<file path="src/rtl/cmsdk_apb_wdog_rst_ctrl_pkg.sv">
// Shared definitions for the watchdog reset controller.
// Contents: APB word addresses (PADDR[11:2]), the software-reset and unlock
// keys, the RSTINFO bit positions and the reset FSM state type.
package cmsdk_wdog_rst_pkg;

  localparam logic [9:0] ADDR_RSTINFO = 10'h000;  // byte offset 0x000
  localparam logic [9:0] ADDR_RSTCTRL = 10'h001;  // byte offset 0x004
  localparam logic [9:0] ADDR_SWRST   = 10'h002;  // byte offset 0x008
  localparam logic [9:0] ADDR_LENGTH  = 10'h003;  // byte offset 0x00C
  localparam logic [9:0] ADDR_LOCK    = 10'h004;  // byte offset 0x010

  localparam logic [31:0] SWRST_KEY  = 32'h5FA0_0001;
  localparam logic [31:0] UNLOCK_KEY = 32'h1ACC_E551;

  localparam int INFO_WDOG   = 0;
  localparam int INFO_SYSREQ = 1;
  localparam int INFO_SW     = 2;
  localparam int INFO_POR    = 3;

  typedef enum logic {
    RUN    = 1'b0,
    ASSERT = 1'b1
  } rst_state_t;

endpackage

</file>
<file path="src/rtl/cmsdk_apb_wdog_rst_ctrl_if.sv">
// APB slave bus bundle for the watchdog reset controller.
// Signals: PSEL, PENABLE, PWRITE, PADDR[11:2], PWDATA (master -> slave),
//          PRDATA (slave -> master).
interface cmsdk_apb_wdog_rst_ctrl_if;
  logic        PSEL;
  logic        PENABLE;
  logic        PWRITE;
  logic [11:2] PADDR;
  logic [31:0] PWDATA;
  logic [31:0] PRDATA;

  modport master (output PSEL, PENABLE, PWRITE, PADDR, PWDATA, input PRDATA);
  modport slave  (input PSEL, PENABLE, PWRITE, PADDR, PWDATA, output PRDATA);
endinterface

</file>
<file path="src/rtl/cmsdk_apb_wdog_rst_ctrl_sync.sv">
// Two-flop synchronizer for the watchdog reset request followed by a
// rising-edge detector, so a held-high request yields a single pulse.
// Ports:
//   PCLK, PRESETn : clock, async active-low reset (all flops reset to 0)
//   i_async       : asynchronous input level
//   o_rise        : one-cycle pulse on a synchronized 0->1 transition
module cmsdk_wdog_rst_sync (
  input  logic PCLK,
  input  logic PRESETn,
  input  logic i_async,
  output logic o_rise
);

  logic r_meta;
  logic r_sync;
  logic r_prev;

  always_ff @(posedge PCLK or negedge PRESETn) begin
    if (!PRESETn) begin
      r_meta <= 1'b0;
      r_sync <= 1'b0;
      r_prev <= 1'b0;
    end else begin
      r_meta <= i_async;
      r_sync <= r_meta;
      r_prev <= r_sync;
    end
  end

  assign o_rise = r_sync & ~r_prev;

endmodule

</file>
<file path="src/rtl/cmsdk_apb_wdog_rst_ctrl.sv">
// Always-on reset controller behind the APB watchdog.
// Turns watchdog, CPU and key-protected software requests into a stretched,
// programmable-length active-low SYSRESETn and records every cause in
// RSTINFO, which only PRESETn clears.
// Ports:
//   PCLK, PRESETn : clock, async active-low power-on reset
//   apb           : APB slave (setup-phase writes / read capture)
//   WDOGRES       : watchdog request, asynchronous to PCLK
//   SYSRESETREQ   : CPU request, PCLK domain, level-sensitive
//   SYSRESETn     : registered system reset output
// Build option: ARM_WDOG_RSTCTRL_LOCK_EN adds the LOCK register at 0x010.
//
// state  | meaning
// RUN    | SYSRESETn high, waiting for an enabled trigger
// ASSERT | SYSRESETn low, counter runs down from LENGTH to 1
module cmsdk_apb_wdog_rst_ctrl
  import cmsdk_wdog_rst_pkg::*;
#(
  parameter int RST_LEN = 16
) (
  input  logic                      PCLK,
  input  logic                      PRESETn,
  cmsdk_apb_wdog_rst_ctrl_if.slave  apb,
  input  logic                      WDOGRES,
  input  logic                      SYSRESETREQ,
  output logic                      SYSRESETn
);

  localparam logic [7:0] LEN_INIT = 8'(RST_LEN);

  rst_state_t  r_state;
  logic [7:0]  r_cnt;
  logic        r_sysrst_n;
  logic [3:0]  r_info;
  logic [1:0]  r_ctrl;
  logic [7:0]  r_len;
  logic [31:0] r_prdata;

  logic        w_wdog_rise;
  logic        w_setup, w_wr, w_rd, w_unlocked;
  logic        w_wdog_trig, w_sysreq_trig, w_sw_trig, w_any_trig;
  logic [3:0]  w_set, w_clr;
  logic [7:0]  w_len_wdata;
  logic [31:0] w_rdata;

  cmsdk_wdog_rst_sync u_sync (
    .PCLK    (PCLK),
    .PRESETn (PRESETn),
    .i_async (WDOGRES),
    .o_rise  (w_wdog_rise)
  );

  assign w_setup = apb.PSEL & ~apb.PENABLE;
  assign w_wr    = w_setup & apb.PWRITE;
  assign w_rd    = w_setup & ~apb.PWRITE;

`ifdef ARM_WDOG_RSTCTRL_LOCK_EN
  logic r_lock;  // 1 = locked

  always_ff @(posedge PCLK or negedge PRESETn) begin
    if (!PRESETn)
      r_lock <= 1'b0;
    else if (w_wr && apb.PADDR == ADDR_LOCK)
      r_lock <= (apb.PWDATA != UNLOCK_KEY);
  end

  assign w_unlocked = ~r_lock;
`else
  assign w_unlocked = 1'b1;
`endif

  assign w_wdog_trig   = w_wdog_rise & r_ctrl[0];
  assign w_sysreq_trig = SYSRESETREQ & r_ctrl[1];
  assign w_sw_trig     = w_wr & w_unlocked & (apb.PADDR == ADDR_SWRST) &
                         (apb.PWDATA == SWRST_KEY);
  assign w_any_trig    = w_wdog_trig | w_sysreq_trig | w_sw_trig;

  // A zero length would never terminate the down-count, so store 1 instead.
  assign w_len_wdata = (apb.PWDATA[7:0] == 8'd0) ? 8'd1 : apb.PWDATA[7:0];
  assign w_clr = (w_wr && apb.PADDR == ADDR_RSTINFO) ? apb.PWDATA[3:0] : 4'b0000;

  always_comb begin
    w_set              = 4'b0000;
    w_set[INFO_WDOG]   = w_wdog_trig;
    w_set[INFO_SYSREQ] = w_sysreq_trig;
    w_set[INFO_SW]     = w_sw_trig;
  end

  always_comb begin
    w_rdata = 32'h0;
    case (apb.PADDR)
      ADDR_RSTINFO: w_rdata = {28'h0, r_info};
      ADDR_RSTCTRL: w_rdata = {30'h0, r_ctrl};
      ADDR_LENGTH:  w_rdata = {24'h0, r_len};
`ifdef ARM_WDOG_RSTCTRL_LOCK_EN
      ADDR_LOCK:    w_rdata = {31'h0, r_lock};
`endif
      default:      w_rdata = 32'h0;
    endcase
  end

  // Set has priority over write-1-to-clear so a cause is never lost.
  always_ff @(posedge PCLK or negedge PRESETn) begin
    if (!PRESETn) begin
      r_info   <= 4'b1000;
      r_ctrl   <= 2'b11;
      r_len    <= LEN_INIT;
      r_prdata <= 32'h0;
    end else begin
      r_info <= (r_info & ~w_clr) | w_set;
      if (w_wr && w_unlocked && apb.PADDR == ADDR_RSTCTRL)
        r_ctrl <= apb.PWDATA[1:0];
      if (w_wr && w_unlocked && apb.PADDR == ADDR_LENGTH)
        r_len <= w_len_wdata;
      if (w_rd)
        r_prdata <= w_rdata;
    end
  end

  // Triggers seen in ASSERT are only recorded; the running pulse is untouched.
  always_ff @(posedge PCLK or negedge PRESETn) begin
    if (!PRESETn) begin
      r_state    <= ASSERT;
      r_cnt      <= LEN_INIT;
      r_sysrst_n <= 1'b0;
    end else begin
      case (r_state)
        RUN: begin
          if (w_any_trig) begin
            r_state    <= ASSERT;
            r_cnt      <= r_len;
            r_sysrst_n <= 1'b0;
          end
        end
        ASSERT: begin
          if (r_cnt <= 8'd1) begin
            r_state    <= RUN;
            r_sysrst_n <= 1'b1;
          end else begin
            r_cnt <= r_cnt - 8'd1;
          end
        end
        default: begin
          r_state    <= ASSERT;
          r_sysrst_n <= 1'b0;
        end
      endcase
    end
  end

  assign SYSRESETn  = r_sysrst_n;
  assign apb.PRDATA = r_prdata;

endmodule

</file>
<file path="src/flat_wrapper.sv">
// flat-port wrapper written by rule: the top's interface ports become plain ports
module cmsdk_apb_wdog_rst_ctrl_flat import cmsdk_wdog_rst_pkg::*;
#(
  parameter int RST_LEN = 16
)
  (PCLK, PRESETn, WDOGRES, SYSRESETREQ, SYSRESETn, apb_PSEL, apb_PENABLE, apb_PWRITE, apb_PADDR, apb_PWDATA, apb_PRDATA);
  cmsdk_apb_wdog_rst_ctrl_if apb_i ();
  input  logic PCLK;
  input  logic PRESETn;
  input  logic WDOGRES;
  input  logic SYSRESETREQ;
  output logic SYSRESETn;
  input wire logic [$bits(apb_i.PSEL)-1:0] apb_PSEL;
  input wire logic [$bits(apb_i.PENABLE)-1:0] apb_PENABLE;
  input wire logic [$bits(apb_i.PWRITE)-1:0] apb_PWRITE;
  input wire logic [$bits(apb_i.PADDR)-1:0] apb_PADDR;
  input wire logic [$bits(apb_i.PWDATA)-1:0] apb_PWDATA;
  output wire logic [$bits(apb_i.PRDATA)-1:0] apb_PRDATA;
  assign apb_i.PSEL = apb_PSEL;
  assign apb_i.PENABLE = apb_PENABLE;
  assign apb_i.PWRITE = apb_PWRITE;
  assign apb_i.PADDR = apb_PADDR;
  assign apb_i.PWDATA = apb_PWDATA;
  assign apb_PRDATA = apb_i.PRDATA;
  cmsdk_apb_wdog_rst_ctrl #(.RST_LEN(RST_LEN)) u_core (.PCLK(PCLK), .PRESETn(PRESETn), .apb(apb_i), .WDOGRES(WDOGRES), .SYSRESETREQ(SYSRESETREQ), .SYSRESETn(SYSRESETn));
endmodule
</file>
<file path="config.mk">
export PLATFORM = sky130hd
export DESIGN_NAME = cmsdk_apb_wdog_rst_ctrl_flat
export DESIGN_NICKNAME = d
export VERILOG_FILES = /design/src/rtl/cmsdk_apb_wdog_rst_ctrl_pkg.sv /design/src/rtl/cmsdk_apb_wdog_rst_ctrl_if.sv /design/src/rtl/cmsdk_apb_wdog_rst_ctrl_sync.sv /design/src/rtl/cmsdk_apb_wdog_rst_ctrl.sv /design/src/flat_wrapper.sv
export SDC_FILE = /design/constraint.sdc
export NUM_CORES = 1
export LEC_CHECK = 0
export ABC_AREA = 0
export BUFFER_PORTS_ARGS = -buffer_cell sky130_fd_sc_hd__buf_4
export CAP_MARGIN = 20
export CORE_MARGIN = 5
export CORE_UTILIZATION = 48
export DETAILED_ROUTE_END_ITERATION = 10
export GPL_TIMING_DRIVEN = 0
export PLACE_DENSITY_LB_ADDON = 0.2
export SLEW_MARGIN = 20
export SYNTH_ARGS = -nofsm -noshare
export SYNTH_HDL_FRONTEND = slang
export SYNTH_SLANG_ARGS = --single-unit
</file>
<file path="constraint.sdc">
create_clock -name PCLK -period 1.9 [get_ports PCLK]
set_input_delay 0.095 -clock PCLK [delete_from_list [all_inputs] [get_ports PCLK]]
set_output_delay 0.095 -clock PCLK [all_outputs]
set_load 0.01 [all_outputs]
</file>
==> results.ini, run 1 <==
[critical_path]
crit_required_ns = 2.13
startpoint_type = flop
path_class = reg2reg
crit_end = u_core.r_cnt[7]
path_max_fanout = 6
worst_r2r_path_depth = 5
crit_start = u_core.r_cnt[2]
end_kind = flop
r2r_end = u_core.r_cnt[7]
r2r-start = u_core.r_cnt[2]
crit_arrival_ns = 1.97
rrSetupSlack_ns = 0.16

[worst_hold_path]
hp-class = in2reg
hold_start = SYSRESETREQ

[clocking]
cts.path.max_buffers = 2
clock-root-buffer = clkbuf_8
worstSkewPairLatency_ns = 0.29
path_clk_slew_ns = 0.07
cts_tree = built
cts-buffers-inserted = 5
htreeDepth = 2
clock_sinks = 35

[route]
postRouteWirelength_um = 4680
vias = 1673
drc = 0
drtIter0Drc = 62
drtPass1Iterations = 4
ant_nets = 0
viasPerCell = 5.01
post_drt_wl_per_cell_um = 14.0

[sta]
timing.fmax_mhz = 575
drv_slew = 0
slew_headroom_pct = 52.1
fin_crit_sh_pct = 91.6
setup_viol = 0
hold_viol = 0
fin_worst_skew_ns = 0.00471
fin_crit_ns = 1.74
worst_slew_pin_slew_ns = 0.713
hold_slack_ns = 0.0504
rsz0062_at_grt = true

[power]
total_leakage_power_uw = 0.00133
switchingPower_uw = 576
pwr-share-clk_pct = 27.4
power.density_mw_per_mm2 = 700
peakVddDrop_uv = 474
pwr-share-seq_pct = 47.1
intPower_uw = 1310
p_sw_share_pct = 30.5
total_power_uw = 1890
pwr-share-comb_pct = 25.6

[synth]
synth_edf_count = 0
syn_area_mm2 = 0.00198
synth-simple-area-share_pct = 19.9
synth.area.mux_share_pct = 7.82
yosys_warnings = 0
synthAdderAreaFrac_pct = 1.26
avgSynthCellArea_um2 = 10.3
syn_inst = 192
synth-xor-area-share_pct = 0.441
synth.distinct_cells = 48
synth_top_family_by_area = simple AND/OR/NAND/NOR gates
synth-seq-cells = 35
yosys_most_used_dff = dfrtp_1
synth-compound-area-share_pct = 14.8
ys_seq_area_share_pct = 44.5
async_reset_ff_share_pct = 100

[cells_and_area]
final_cell_mix = buf_4, dfrtp_1, conb_1
mostFrequentLayoutCell = buf_4
nets = 334
n_fill_cell = 345
antenna_cells = 0
final_util_pct = 67.4
fin_area_mm2 = 0.00270
syn_to_final_growth_pct = 35.9
drive_gt1_share_pct = 39.8

[die]
core_mm2 = 0.00400
die_area_mm2 = 0.00552
die_h_um = 74.3
pin_count = 82
rows = 23
initial_core_util_pct = 49.6
dieWidth_um = 74.3

[grt]
grtUsageMet3_pct = 4.73
use_met2_pct = 27.7
grt_use_met1_pct = 23.4
grt_antenna_before_repair = 0
grt_pass1_vias = 1575
grt_usage_pct = 17.5
grt_pass1_wl_um = 7270
grt_max_degree = 36
top_usage_layer = met2
grt_overflow_total = 0

[run_status]
status = completed

[placed_design]
placed_cell_area_mm2 = 0.00255
place_hpwl_um = 3690
place_congestion = 0.836
port_buffers = 56

[run]
drv_cap = 0

power groups by stage:
| stage | clock network [uW] | logic, uW | registers [uW] |
|---|---|---|---|
| finish | 517 | 483 | 888 |
| global placement | 0 | 436 | 895 |
| global route | 567 | 543 | 897 |
| detailed placement | 0 | 449 | 900 |
| CTS | 538 | 464 | 886 |
| floorplan | 0 | 289 | 883 |
layout make-up:
class	instances	area (um^2)	share of cell area, %
multi-input cells	146	986	36.5
flip-flops and latches	35	883	32.7
clock inverters	1	5.00	0.186
clock buffers	7	76.3	2.83
inverters	5	18.8	0.696
well taps	50	62.6	2.32
plain buffers	29	200	7.42
repair buffers	61	465	17.3
routing by layer:
metal / share of wire (%) / wire length [um] / vias up
met3: 5.4 / 254 / 4
met2: 52 / 2420 / 40
met5: 0 / 0 / -
met4: 0.94 / 44 / 0
li1: - / - / 842
met1: 42 / 1960 / 787
Yosys cell counts, drive strengths merged (3+ instances only):
master  count  share of area [%]
mux2       12                6.8
a22o        5                2.2
nor2b       4                1.3
nor4        8                4.4
nor3        5                1.3
dfstp       6                7.9
dfrtp      29                 37
clkbuf      4               0.76
o21ai       4                1.0
nand4       3                1.3
inv         5               0.95
buf        25                9.3
o31ai       7                2.6
a21oi       5                1.3
a22oi       5                1.9
nor2        7                1.3
nand2      21                4.0
timing repair:
item | CTS | global route
resized for setup | 1 | 1
hold buffers | 3 | 0
hold endpoints to repair | 31 | 0
setup endpoints to repair | 5 | 3
buffers inserted | 0 | 2
pin swaps | 0 | 1
registers in the layout (all words and copies together), names as in the netlist:
name	count
u_core.r_ctrl	2
u_core.r_len	8
u_core.r_state	1
u_core.SYSRESETn	1
u_core.r_info	4
u_core.u_sync.r_sync	1
u_core.u_sync.r_meta	1
u_core.apb.PRDATA	8
u_core.r_cnt	8
u_core.u_sync.r_prev	1
logic make-up (layout without fill, tap and decap cells):
family / after synthesis / after routing
buf+inv: 34 / 103
fa+ha+maj: 2 / 2
flops: 35 / 35
compound gates: 40 / 40
mux: 14 / 14
other cells: 1 / 24
simple gates: 65 / 65
xor+xnor: 1 / 1
worst min path at each step:
stage | end | cells past startpoint
2_1_floorplan | u_core.SYSRESETn | 0
3_3_place_gp | u_core.r_cnt[5] | 1
3_5_place_dp | u_core.SYSRESETn | 1
4_1_cts | u_core.r_info[1] | 2
5_1_grt | u_core.r_len[4] | 2
6_report | u_core.r_info[1] | 2
critical path, stage by stage, from the launching register on:
cell	delay (ns)
dfrtp_1	0.44
nor4_1	0.59
nand2_1	0.15
xor2_1	0.17
a21boi_0	0.18
and3_1	0.16
metrics by stage:
stage | setup TNS [ns] | cells | worst slack, ns
CTS | 0 | 332 | 0.0932
detailed placement | -0.561 | 321 | -0.146
finish | 0 | 334 | 0.160
global route | -0.00366 | 334 | -0.00366
global placement | -0.427 | 321 | -0.136
floorplan | 0 | 215 | 0.204
No activity file was read; power rests on OpenSTA's default activity.
==> run 2, diff against run 1 <==
Settings changed: BUFFER_PORTS_ARGS -buffer_cell sky130_fd_sc_hd__buf_4 to default, CORE_UTILIZATION 48 to 55, DONT_BUFFER_PORTS from default to 1.
==> run 2 against run 1 <==
Routed wire length increased by 8.7%. Highest routed layer unchanged. Sequential power increased by 1%. Count of clock-buffer cells in the layout decreased by 1. Cell count decreased by 15%. Clock skew increased by 0.0045 ns. Largest cell class unchanged. Cell area decreased by 9.7%. Core utilization increased by 3.8 points. Fmax decreased by 0.65%. First-iteration DRC count increased by 68%. Register-to-register slack about the same. Critical path depth increased by 1.
==> results.ini, run 2 (synthesized netlist as in run 1, its figures left out) <==
[sta]
drv_slew = 0
hold_viol = 0
hold_slack_ns = 0.0202
worst_slew_pin_slew_ns = 0.656
fin_crit_ns = 1.75
rsz0062_at_grt = false
fin_worst_skew_ns = 0.00924
timing.fmax_mhz = 571
timing.setup.tns_ns = 0
layout_setup_ws_ns = 0.149
slew_headroom_pct = 55.9
fin_crit_sh_pct = 92.2
setup_viol = 0

[placed_design]
place_inst = 261
port_buffers = 0
place_congestion = 0.894
place_hpwl_um = 3800
pre_cts_ws_ns = -0.147

[cells_and_area]
instances_no_fill = 285
final_cell_mix = dfrtp_1, buf_4, conb_1
drive_gt1_share_pct = 25.5
syn_to_final_growth_pct = 22.7
antenna_cells = 0
mostFrequentLayoutCell = dfrtp_1
nets = 289
final_util_pct = 71.3

[power]
peakVddDrop_uv = 519
total_leakage_power_uw = 0.00113
power.density_mw_per_mm2 = 824

[clocking]
cts-buffers-inserted = 5
path_clk_slew_ns = 0.11
worstSkewPairLatency_ns = 0.36
cts.path.max_buffers = 2
cts_tree = built
post_cts_buffers = 0
clock_sinks = 35
clock-root-buffer = clkbuf_4
htreeDepth = 2

[worst_hold_path]
hp-class = in2reg

[die]
dieWidth_um = 70.1
rows = 21
initial_core_util_pct = 58.1
die_area_mm2 = 0.00491
pin_count = 82
core_mm2 = 0.00342
die_h_um = 70.1

[route]
drtPass1Iterations = 4
drc = 0
ant_nets = 0
post_drt_wl_per_cell_um = 17.8
drtIter0Drc = 104
postRouteWirelength_um = 5090
viasPerCell = 5.78
vias = 1646

[critical_path]
max_stage_delay_ns = 0.42
path_cells = inv_1 -> ha_1 -> o2111ai_4 -> nand2_1 -> mux2_1 -> o211ai_1
crit_arrival_ns = 2.03
path_class = reg2reg
startpoint_type = flop
end_kind = flop
crit_slowest_cell = dfrtp_2
crit_required_ns = 2.18
path_max_fanout = 8

[run]
drv_cap = 0

[grt]
grt_usage_pct = 21.5
grt_overflow_total = 0
grt_pass1_vias = 1674
grt_antenna_before_repair = 0
grt_pass1_wl_um = 8380
grt_max_degree = 36

[run_status]
status = completed

[run 2: cell count changes in the layout (fill, tap and decap cells not counted), sizes merged]
cell         change
clkbuf           -1
buf             -57
clkinv           -1
bufinv           +2
dlygate4sd3     +12
[run 2: layer usage]
metal  global-route usage, %  share of wire [%]  vias to the layer above  wire length, um
met4                    8.72                1.8                        0               93
met2                    37.5                 54                       68             2760
li1                        -                  -                      755                -
met3                    5.74                7.0                       10              354
met5                       0                  0                        -                0
met1                    25.0                 37                      813             1880
[run 2: report_power, final]
part / switching (uW) / leakage (uW) / internal (uW)
sequential: 83.5 / 0.000445 / 817
clock: 262 / 0.0000525 / 410
combinational: 238 / 0.000633 / 195
[run 2: worst paths after layout]
check                      cells past startpoint              endpoint  slack (ns)                  from
setup / recovery                               6       u_core.r_cnt[2]        0.15       u_core.r_cnt[0]
hold / removal                                 2  u_core.apb.PRDATA[1]        0.02          apb_PADDR[0]
setup reg to reg                               6       u_core.r_cnt[2]        0.15       u_core.r_cnt[0]
hold reg to reg                                0  u_core.u_sync.r_sync        0.36  u_core.u_sync.r_meta
max in group asynchronous                      2        u_core.r_state        1.46               PRESETn
min in group asynchronous                      2       u_core.r_len[7]        0.19               PRESETn
[run 2: per-stage QoR]
step / area (um^2) / power [uW]
floorplan: 2070 / 1170
global placement: 2130 / 1220
detailed placement: 2130 / 1250
CTS: 2410 / 1960
global route: 2430 / 2110
finish: 2430 / 2010
[run 2: layout make-up]
cell class	instances	area (um^2)
Timing Repair Buffer	16	170
Inverter	5	18.8
Fill cell	270	981
Clock buffer	6	41.3
Tap cell	46	57.6
Multi-Input combinational cell	146	1000
Buffer	29	200
Sequential cell	35	885
Clock inverter	2	60.1
[run 2: worst max-delay path: cells and delay by family, from the launching register on]
kind | cells | cell delay (ns)
AOI/OAI and AO/OA | 2 | 0.47
DFF | 1 | 0.42
adders and majority gates | 1 | 0.29
muxes | 1 | 0.29
and+or+nand+nor | 1 | 0.10
buffers and inverters | 1 | 0.09
[run 2: what timing repair did]
item / CTS / global route
endpoints found under the hold margin: 50 / 0
gates resized for setup: 1 / 5
setup endpoints to repair: 6 / 7
pin swaps: 0 / 1
hold buffers: 16 / 0
